`src/rtl/branch_predictor.sv`:
```
// rtl/branch_predictor.sv - BTB + 2-bit PHT branch predictor; optional gshare indexing under BP_GSHARE_EN
module branch_predictor #(
   parameter int ENTRIES = 16
) (
   input  logic        CLK,
   input  logic        RST,
   input  logic        fetch_valid,
   input  logic [31:0] fetch_pc,
   output logic        pred_valid,
   output logic        predicted_outcome,
   output logic [31:0] predicted_target,
   output logic        pred_hit,
   input  logic        update_btb,
   input  logic [31:0] update_pc,
   input  logic        branch_outcome,
   input  logic [31:0] branch_target,
   input  logic        miss,
   output logic [15:0] miss_count
);

   localparam int IDX_W = $clog2(ENTRIES);
   localparam int TAG_W = 30 - IDX_W;

   logic              btb_valid_q [ENTRIES];
   logic [TAG_W-1:0]  btb_tag_q   [ENTRIES];
   logic [31:0]       btb_tgt_q   [ENTRIES];
   logic [1:0]        pht_q       [ENTRIES];

   logic [IDX_W-1:0]  f_idx, f_pidx, u_idx, u_pidx;
   logic [TAG_W-1:0]  f_tag, u_tag;
   logic              f_hit, u_hit;
   logic [1:0]        u_cnt, u_cnt_d;

   logic              pred_valid_q, pred_valid_d;
   logic              pred_hit_q, pred_hit_d;
   logic              pred_out_q, pred_out_d;
   logic [31:0]       pred_tgt_q, pred_tgt_d;
   logic [15:0]       miss_count_q, miss_count_d;

   logic              unused_pc_bits;

   assign f_idx = fetch_pc[IDX_W+1:2];
   assign f_tag = fetch_pc[31:IDX_W+2];
   assign u_idx = update_pc[IDX_W+1:2];
   assign u_tag = update_pc[31:IDX_W+2];
   assign unused_pc_bits = ^{fetch_pc[1:0], update_pc[1:0]};

`ifdef BP_GSHARE_EN
   logic [3:0]       ghr_q, ghr_d;
   logic [IDX_W+3:0] ghr_ext;

   // Zero-extend then truncate so any IDX_W (including < 4) folds correctly.
   assign ghr_ext = {{IDX_W{1'b0}}, ghr_q};
   assign f_pidx  = f_idx ^ ghr_ext[IDX_W-1:0];
   assign u_pidx  = u_idx ^ ghr_ext[IDX_W-1:0];

   always_comb begin
      ghr_d = ghr_q;
      if (update_btb) ghr_d = {ghr_q[2:0], branch_outcome};
   end

   always_ff @(posedge CLK) begin
      if (RST) ghr_q <= 4'd0;
      else     ghr_q <= ghr_d;
   end
`else
   assign f_pidx = f_idx;
   assign u_pidx = u_idx;
`endif

   assign f_hit = btb_valid_q[f_idx] && (btb_tag_q[f_idx] == f_tag);
   assign u_hit = btb_valid_q[u_idx] && (btb_tag_q[u_idx] == u_tag);
   assign u_cnt = pht_q[u_pidx];

   always_comb begin
      u_cnt_d = u_cnt;
      if (branch_outcome) begin
         if (u_cnt != 2'd3) u_cnt_d = u_cnt + 2'd1;
      end else begin
         if (u_cnt != 2'd0) u_cnt_d = u_cnt - 2'd1;
      end
   end

   always_comb begin
      pred_valid_d = fetch_valid;
      pred_hit_d   = fetch_valid && f_hit;
      pred_out_d   = pred_hit_d && pht_q[f_pidx][1];
      pred_tgt_d   = pred_hit_d ? btb_tgt_q[f_idx] : 32'd0;
      miss_count_d = miss_count_q;
      if (update_btb && miss && (miss_count_q != 16'hFFFF))
         miss_count_d = miss_count_q + 16'd1;
   end

   always_ff @(posedge CLK) begin
      if (RST) begin
         pred_valid_q <= 1'b0;
         pred_hit_q   <= 1'b0;
         pred_out_q   <= 1'b0;
         pred_tgt_q   <= 32'd0;
         miss_count_q <= 16'd0;
      end else begin
         pred_valid_q <= pred_valid_d;
         pred_hit_q   <= pred_hit_d;
         pred_out_q   <= pred_out_d;
         pred_tgt_q   <= pred_tgt_d;
         miss_count_q <= miss_count_d;
      end
   end

   // Valid bits and counters; table reads above see these pre-update values.
   always_ff @(posedge CLK) begin
      if (RST) begin
         for (int i = 0; i < ENTRIES; i++) begin
            btb_valid_q[i] <= 1'b0;
            pht_q[i]       <= 2'd1;
         end
      end else if (update_btb) begin
         if (u_hit) begin
            pht_q[u_pidx] <= u_cnt_d;
         end else if (branch_outcome) begin
            btb_valid_q[u_idx] <= 1'b1;
            pht_q[u_pidx]      <= 2'd2;
         end
      end
   end

   // Tag/target storage is never cleared; valid bits gate its use.
   always_ff @(posedge CLK) begin
      if (!RST && update_btb && branch_outcome) begin
         btb_tgt_q[u_idx] <= branch_target;
         if (!u_hit) btb_tag_q[u_idx] <= u_tag;
      end
   end

   assign pred_valid        = pred_valid_q;
   assign pred_hit          = pred_hit_q;
   assign predicted_outcome = pred_out_q;
   assign predicted_target  = pred_tgt_q;
   assign miss_count        = miss_count_q;

endmodule

```
`config.mk`:
```
export PLATFORM = sky130hd
export DESIGN_NAME = branch_predictor
export DESIGN_NICKNAME = d
export VERILOG_FILES = /design/src/rtl/branch_predictor.sv
export SDC_FILE = /design/constraint.sdc
export NUM_CORES = 1
export LEC_CHECK = 0
export BUFFER_PORTS_ARGS = -buffer_cell sky130_fd_sc_hd__buf_2
export CAP_MARGIN = 10
export CORE_AREA = 2 2 330 250
export DETAILED_ROUTE_END_ITERATION = 10
export DIE_AREA = 0 0 332 252
export GPL_TIMING_DRIVEN = 0
export PLACE_DENSITY_LB_ADDON = 0.08
export SYNTH_ARGS = -nofsm -noshare
export SYNTH_HDL_FRONTEND = slang
export SYNTH_SLANG_ARGS = --single-unit
```
`constraint.sdc`:
```
create_clock -name CLK -period 5.6 [get_ports CLK]
set_input_delay 0.84 -clock CLK [delete_from_list [all_inputs] [get_ports CLK]]
set_output_delay 0.84 -clock CLK [all_outputs]
set_load 0.05 [all_outputs]
```
## Word level (Yosys, flattened, before mapping)

Memories as Yosys holds them, arrays and structs flattened. A register that Yosys moved wholly into a read port is not among the register bits.
Cells that the tools add are included.

| storage, ports and cells | value |
|---|---|
| flip-flop bits (word level) | 19 |
| bits in latches | 0 |
| memory bits (writable) | 976 |
| ROM bits | 0 |
| bits of input ports | 102 |
| output and inout bits | 51 |
| logic and storage cells | 56 |
| memories kept | 4 |

| cells by class | value |
|---|---|
| add/subtract/negate cells | 3 |
| multipliers | 0 |
| divide/modulo/power cells | 0 |
| $lt $le $gt $ge | 0 |
| equal/unequal tests | 4 |
| shift-type cells | 0 |
| mux-type cells | 26 |
| bitwise logic cells | 2 |
| reduce and logical (&&, ||, !) cells | 13 |

Memory list:

| name | words | bits a word | rd ports | clocked after Yosys merged registers in | write ports | line | source |
|---|---|---|---|---|---|---|---|
| btb_tgt_q | 16 | 32 | 1 | 1 | 1 | 26 | `logic [31:0] btb_tgt_q [ENTRIES];` |
| btb_tag_q | 16 | 26 | 2 | 0 | 1 | 25 | `logic [TAG_W-1:0] btb_tag_q [ENTRIES];` |
| pht_q | 16 | 2 | 2 | 0 | 16 | 27 | `logic [1:0] pht_q [ENTRIES];` |
| btb_valid_q | 16 | 1 | 2 | 0 | 16 | 24 | `logic btb_valid_q [ENTRIES];` |

Operator list:

| operator | count |
|---|---|
| == test 26 bit | 2 |
| 2-to-1 mux 1 bit | 19 |
| adder 16 x 1 -> 16 bit, second input constant | 1 |
| inequality test 16 bit, second input constant | 1 |
| 2-to-1 mux 2 bit | 5 |
| logical AND 1 bit | 8 |
| 2-to-1 mux 4 bit | 2 |
| OR reduction 2 bit | 2 |
| adder 2 x 1 -> 2 bit, second input constant | 1 |
| inequality test 2 bit, second input constant | 1 |
| nonzero test 2 bit | 1 |
| subtractor 2 x 1 -> 2 bit, second input constant | 1 |
| zero test 1 bit | 1 |
| NOT 1 bit | 1 |
| bitwise OR 1 bit | 1 |
| OR reduction 1 bit | 1 |

## Logic depth before layout (Yosys ltp)

Gate-level depths: netlist of the first run.
An unclocked memory read counts as a cell.

| depth | value |
|---|---|
| depth in word-level cells | 10 |
| depth in mapped cells | 15 |
| mapped depth without buffers | 9 |

## Worst setup path after synthesis of the first run

No wires, ideal clock.

| path | value |
|---|---|
| path kind | input to register |
| start | input port update_pc[3] |
| end | memory btb_tag_q[12][0] (netlist bit) (enable) |
| library setup time | 0.444 ns |
| arrival time | 4.483 ns |
| path slack | 0.673 ns |
| stages | 11 |
| cell sequence | buf_6 > buf_6 > buf_4 > buf_4 > mux4_2 > and3_1 > nor4_1 > nand3_1 > nand4_2 > nor4b_4 > nor3_1 |

| between the ends | value |
|---|---|
| word-level cells in the longest chain between the ends | 6 |
| elaborated cells between the ends (all ways) | 7 |
| classes of those cells | eq/ne: 1; mux: 3; reduce/logical: 1; memory: 2 |

Ends and longest elaborated chain:

| what | line | source |
|---|---|---|
| from (decl) | 14 | `input logic [31:0] update_pc,` |
| memory (16 x 26 bit) | n/a |  |
| == test 26 bit | 72 | `assign u_hit = btb_valid_q[u_idx] && (btb_tag_q[u_idx] == u_tag);` |
| logical AND 1 bit | 72 |  |
| 2-to-1 mux 1 bit | 131 | `if (!u_hit) btb_tag_q[u_idx] <= u_tag;` |
| 2-to-1 mux 1 bit | 129 | `if (!RST && update_btb && branch_outcome) begin` |
| 2-to-1 mux 1 bit (implied by the code) | 131 |  |
| to (decl) | 25 |  |

Several ways; a longest one is shown, not always the timed one.

## Worst setup path in the final report of the first run

| path | value |
|---|---|
| start | input port update_pc[3] |
| end | memory btb_tag_q[15][11] (netlist bit) (enable) |

The elaborated chain is that of the path after synthesis.

==> results of run 1 <==
registers in the layout, summed over array words and instances (netlist names):
name	cells
btb_tgt_q	512
btb_tag_q	416
pht_q	32
predicted_target	32
btb_valid_q	16
miss_count	16
pred_hit	1
pred_valid	1
predicted_outcome	1
kinds of logic (layout without fill, tap and decap cells):
| group | Yosys count | count (layout) |
|---|---|---|
| multiplexers | 485 | 485 |
| adder cells (fa/ha/maj) | 1 | 1 |
| AO/OA/AOI/OAI | 132 | 132 |
| flip-flops | 1027 | 1027 |
| XOR/XNOR | 69 | 69 |
| buffers and inverters | 155 | 522 |
| other | 0 | 2 |
| AND/OR/NAND/NOR | 256 | 256 |
cell usage after synthesis, types with 9 or more instances:
cell       count  area [um^2]
edfxtp_1     960        28830
mux4_2       373         8401
mux2i_1       94        940.9
dfxtp_1       67         1341
nor2_1        64        240.2
clkbuf_1      53        198.9
and3_1        47        294.0
xnor2_1       46        402.9
nand2_1       29        108.9
a22oi_1       26        195.2
nand3_1       26        130.1
nand4_1       24        150.1
buf_2         23        115.1
buf_6         23        259.0
xor2_1        22        192.7
buf_1         21        78.83
a211oi_1      20        150.1
buf_4         17        127.6
a41o_1        16        160.2
nor3_1        12        60.06
mux4_1        11        289.0
a21oi_1       10        50.05
a22o_1         9        78.83
o2bb2ai_1      9        78.83
stage by stage:
step                      total power, mW  instance area, um^2
after detailed placement            9.796                47030
after global placement              9.757                45890
after floorplan                     9.324                43870
after global routing                16.46                50100
after CTS                           16.10                50080
final                               16.08                50100
routing by layer:
metal  vias up  GRT usage (%)  routed length [um]  share of wire, %
li1       9641              -                   -                 -
met5         -              0                  24             0.019
met3       251          7.763               15080                12
met4         4          8.026                3540               2.9
met1     12990          45.81               50890                41
met2      1613          42.85               53890                44
critical path, cell delays in order:
cell and delay, ns:
buf_6 0.16, buf_6 0.24, buf_4 0.34, buf_4 0.32
mux2i_1 0.12, a221oi_1 0.32, xor2_1 0.30, nor4b_1 0.70
nor2_1 0.21, nor4b_4 0.69, or2_2 0.22, clkbuf_1 0.45
nor2_4 0.28, buf_12 0.29
layout make-up:
| type | instances | area [um^2] |
|---|---|---|
| Sequential cell | 1027 | 30170 |
| Fill cell | 5515 | 30080 |
| Multi-Input combinational cell | 943 | 13030 |
| Clock buffer | 132 | 2723 |
| Timing Repair Buffer | 192 | 1609 |
| Tap cell | 1058 | 1324 |
| Buffer | 145 | 877.1 |
| Clock inverter | 43 | 329.1 |
| Inverter | 10 | 37.54 |
| Antenna cell | 2 | 5.005 |
where the power goes:
group / internal (mW) / switching (mW)
sequential: 8.44 / 0.0223
combinational: 0.480 / 0.713
clock: 3.58 / 2.84
worst max-delay path by stage:
stage | startpoint | end | slack [ns] | depth (start not counted)
finish | update_pc[3] | btb_tag_q[15][11] | 0.47 | 14
detailed placement | update_pc[3] | btb_tag_q[15][5] | -0.05 | 14
floorplan | update_pc[3] | btb_tag_q[12][0] | 0.67 | 11
CTS | update_pc[3] | btb_tag_q[15][11] | 0.65 | 14
global route | update_pc[3] | btb_tag_q[15][11] | 0.41 | 15
global placement | update_pc[3] | btb_tag_q[5][3] | -3.86 | 11
==> impl_results.md, run 1 <==
* Detail Route Antenna Nets at 0
* Synth Area in Adders at 0.02852%
* Post-Synth XOR/XNOR Area at 1.395%
* Worst slew pin tran at 1.298 ns
* Final Cycle Share at 91.63%
* Most frequent cells in the layout: edfxtp_1, mux4_2, buf_2, clkbuf_16, mux2i_1
* Count of cell types in the netlist at 73
* Area Growth Syn to Fin at 14.21%
* CP endpoint kind: flop
* Post-route DRC at 0
* Post-synthesis sequential area ratio at 68.78%
* Non-Filler Instances at 3,552
* Synthesis-stage register bit count at 1,027
* Synth warn at 0
* Reg clk slew, reported paths at 0.06 ns
* Worst slew margin at 13.45%
* Synth Flop Type: edfxtp_1
* Routed len/inst at 34.75 um
* Max clock buf depth at 3
* Initial Utilization at 54.71%
* Worst Hold Depth at 1
* Final Setup Violations at 0
* Die width at 332 um
* First-pass GRT wire length at 175,300 um
* Simple-gate share of the synthesized area at 3.178%
* PortBufs at 139
* Drt via density at 6.896
* Worst flop-to-flop path endpoint: btb_tag_q[15][11]
* Async S/R FF share, synth at 0%
* CP Data Arrival Time at 5.55 ns
* RR Startpoint: btb_tag_q[11][16]
* Hold Path Class: reg2reg
* Synth Area in Compound Gates at 2.405%
* Post-cts repair resize count at 0
* Pwr Density at 320.9 mW/mm^2
* HP Start: btb_valid_q[12]
* Hold endpoint: btb_valid_q[12]
* Via count of the first global-routing pass at 24,100
* GRT Resource Usage Total at 29.84%
* Post-Syn Nets at 2,228
* Total congestion overflow at 0
* Fin nets at 2,519
* Max Clock Skew at 0.02848 ns
* Max-Cap Viols at 0
* Die area at 0.08366 mm^2
* Fin worst setup slack at 0.4688 ns
* Final critical-path required period at 5.131 ns
* Routability cong. at 0.9088
* DR iter-0 viols at 3,752
* Initial antenna violation count at 5
* Hold-fix buffers at CTS at 0
* Final WL at 123,400 um
* Detail Placement HPWL at 80,820 um
* Core ar. at 0.08018 mm^2
* Syn Inst Count at 2,125
* Maximum vdd ir drop at 0.0002674 V
* Leak pwr at 16.51 nW
* I/O pin cnt at 153
* Multiplexer share of the synthesized area at 22.13%
* Post-CTS Setup Inserts at 0
* Number of cells on the worst reg-to-reg path at 11
* Crit Path Category: in2reg
* Site Rows at 90
* Mapped cell area at 0.04387 mm^2
* Max-slew violations at 0
* Share of cells above drive strength 1 at 33.39%
* DP Worst Slack at -0.04520 ns
* Iteration count of the initial detailed-routing pass at 7
* Post-synth EDFFs at 960
* Clk_lat worst skew at 0.69 ns
* Final hold slack at 0.4881 ns
* Final hold vios at 0
* Root Driver: clkbuf_16
* Largest net degree at the start of global routing at 23
* DP Cell Count at 3,374
* Achievable Freq at 0.1949 GHz
* Routed via count at 24,500
* R2R setup slack at 1.15 ns
* Clock Sinks at 1,027
* Largest family of logic cells by synthesized area: multiplexers
* Total negative slack at 0 ns
* Run status: finished, final reports clean
* Max FO, Critical Path at 14
* Unrepaired setup endpoints after global routing: false
* CTS buffer count at 97
* Die height at 252 um
* H-Tree Depth at 3
* Final core occ at 62.49%
* CTS tree: done
* Syn_area_per_cell at 20.64 um^2
* Critical Path Start Type: primary input
* CP Data Required Time at 6.01 ns
* Commonest non-fill, non-tap cell in the layout: edfxtp_1
Note: power is estimated with default switching activity, not from simulation.
==> run 2: changes to the inputs <==
--- a/config.mk
+++ b/config.mk
@@ -11,7 +11,7 @@
 export DETAILED_ROUTE_END_ITERATION = 10
 export DIE_AREA = 0 0 332 252
 export GPL_TIMING_DRIVEN = 0
-export PLACE_DENSITY_LB_ADDON = 0.08
+export PLACE_DENSITY = 0.71
 export SYNTH_ARGS = -nofsm -noshare
 export SYNTH_HDL_FRONTEND = slang
 export SYNTH_SLANG_ARGS = --single-unit
==> run 2 against run 1 <==
Net effect:
- maximum frequency up 0.93%
- global-route usage down 0.75 points
- combinational power about the same
- critical path depth up 1
- register-to-register slack worse by 0.05 ns
- first-iteration DRC count down 4.4%
- clock skew down 0.00065 ns
- sequential power about the same
- worst hold slack worse by 0.0080 ns
- largest cell class unchanged
==> impl_results.md, run 2 (same netlist as run 1, synthesis figures left out) <==
* Run status: finished, final reports clean
* Fin nets at 2,517
* Routed via count at 24,380
* Most frequent cells in the layout: edfxtp_1, mux4_2, buf_2, clkbuf_16, mux2i_1
* Initial antenna violation count at 11
* Leak pwr at 16.51 nW
* Final hold vios at 0
* Root Driver: clkbuf_16
* Final instance area at 0.05009 mm^2
* Largest register FFs at 512
* Site Rows at 90
* Top Registers: btb_tgt_q x512, btb_tag_q x416
* Hold Path Class: reg2reg
* Total negative slack at 0 ns
* Total congestion overflow at 0
* Final hold slack at 0.4801 ns
* Commonest non-fill, non-tap cell in the layout: edfxtp_1
* Maximum vdd ir drop at 0.0002493 V
* Final Cycle Share at 90.78%
* Post-CTS Setup Inserts at 0
* Biggest register: btb_tgt_q
* Final critical-path required period at 5.084 ns
* Reg clk slew, reported paths at 0.06 ns
* Area occupied by multi-input gates at 0.01303 mm^2
* Pwr Density at 321.6 mW/mm^2
* CTS tree: done
* Max clock buf depth at 3
* Worst slew margin at 17.22%
* DR iter-0 viols at 3,588
* Final WL at 120,900 um
* Achievable Freq at 0.1967 GHz
* Detail Route Antenna Nets at 0
* I/O pin cnt at 153
* Final core occ at 62.48%
* Largest net degree at the start of global routing at 23
* First-pass GRT wire length at 172,400 um
* Max-slew violations at 0
* PortBufs at 139
* Area Growth Syn to Fin at 14.20%
* Post-cts repair resize count at 0
* Routability cong. at 0.9458
* Share of cells above drive strength 1 at 33.11%
* Post-route DRC at 0
* Via count of the first global-routing pass at 24,500
* Detail Placement HPWL at 78,190 um
* Core ar. at 0.08018 mm^2
* Fillers at 5,486
* Max Clock Skew at 0.02782 ns
* Clock Sinks at 1,027
* Die height at 252 um
* Final Setup Violations at 0
* CP Data Required Time at 6.01 ns
* Die area at 0.08366 mm^2
* CTS buffer count at 97
* Drt via density at 6.857
* Max-Cap Viols at 0
* Max FO, Critical Path at 14
* Placed Area at 0.04694 mm^2
* Die width at 332 um
* Hold-fix buffers at CTS at 0
* Area taken by flip-flops and latches at 0.03017 mm^2
* Crit Path Category: in2reg
* H-Tree Depth at 3
* Routed len/inst at 34.00 um
* GRT Resource Usage Total at 29.10%
* Initial Utilization at 54.71%
* Unrepaired setup endpoints after global routing: false
* CP Data Arrival Time at 5.49 ns
* Iteration count of the initial detailed-routing pass at 8
* Critical Path Start Type: primary input
* Clk_lat worst skew at 0.68 ns
* CP endpoint kind: flop
* Worst slew pin tran at 1.242 ns
[run 2: cell types whose count changed in the layout (fill, tap and decap cells not counted), sizes merged]
cell	change
buf	-2
bufinv	+1
clkbuf	+2
clkinv	+2
clkinvlp	-2
diode	+1
inv	+2
[run 2: critical path: stages]
cell and delay [ns]:
buf_6 0.17, buf_12 0.17, buf_12 0.17, buf_6 0.24, buf_4 0.39, buf_2 0.39, mux2i_1 0.23, mux2i_1 0.10
xnor2_1 0.55, nand4_1 0.27, nor4b_4 0.67, or2_2 0.22, clkbuf_1 0.43, nor2_4 0.29, buf_16 0.29
[run 2: where the power goes]
part / internal, mW / total [mW] / switching (mW)
combinational: 0.480 / 1.18 / 0.698
clock: 3.60 / 6.47 / 2.86
sequential: 8.44 / 8.46 / 0.0228
[run 2: stage by stage]
step,total power [mW],worst slack [ns],std cells
floorplan,9.324,0.6733,2125
global placement,9.733,-3.409,3322
detailed placement,9.775,0.007901,3369
CTS,16.13,0.6952,3549
global route,16.48,0.3978,3555
finish,16.11,0.5162,3556
[run 2: layout make-up]
| class | instances | share of cell area, % |
|---|---|---|
| flip-flops and latches | 1027 | 60.23 |
| multi-input cells | 943 | 26.00 |
| clock buffers | 134 | 5.370 |
| repair buffers | 190 | 3.122 |
| well taps | 1058 | 2.643 |
| plain buffers | 145 | 1.751 |
| clock inverters | 46 | 0.7943 |
| inverters | 10 | 0.07493 |
| diodes | 3 | 0.01499 |
[run 2: worst paths after layout]
kind | start | end | slack, ns | depth (start not counted)
hold reg to reg | btb_valid_q[13] | btb_valid_q[13] | 0.48 | 1
setup reg to reg | btb_tag_q[1][16] | btb_tag_q[3][5] | 1.10 | 11
hold / removal | btb_valid_q[13] | btb_valid_q[13] | 0.48 | 1
setup / recovery | update_pc[3] | btb_tag_q[3][5] | 0.52 | 15
[run 2: metal layers]
| metal | wire length (um) | vias to the layer above | global-route usage (%) |
|---|---|---|---|
| met2 | 54600 | 1679 | 43.60 |
| met5 | 68 | - | 0 |
| met4 | 3781 | 12 | 8.974 |
| li1 | - | 9649 | - |
| met3 | 15550 | 311 | 9.015 |
| met1 | 46890 | 12730 | 41.49 |
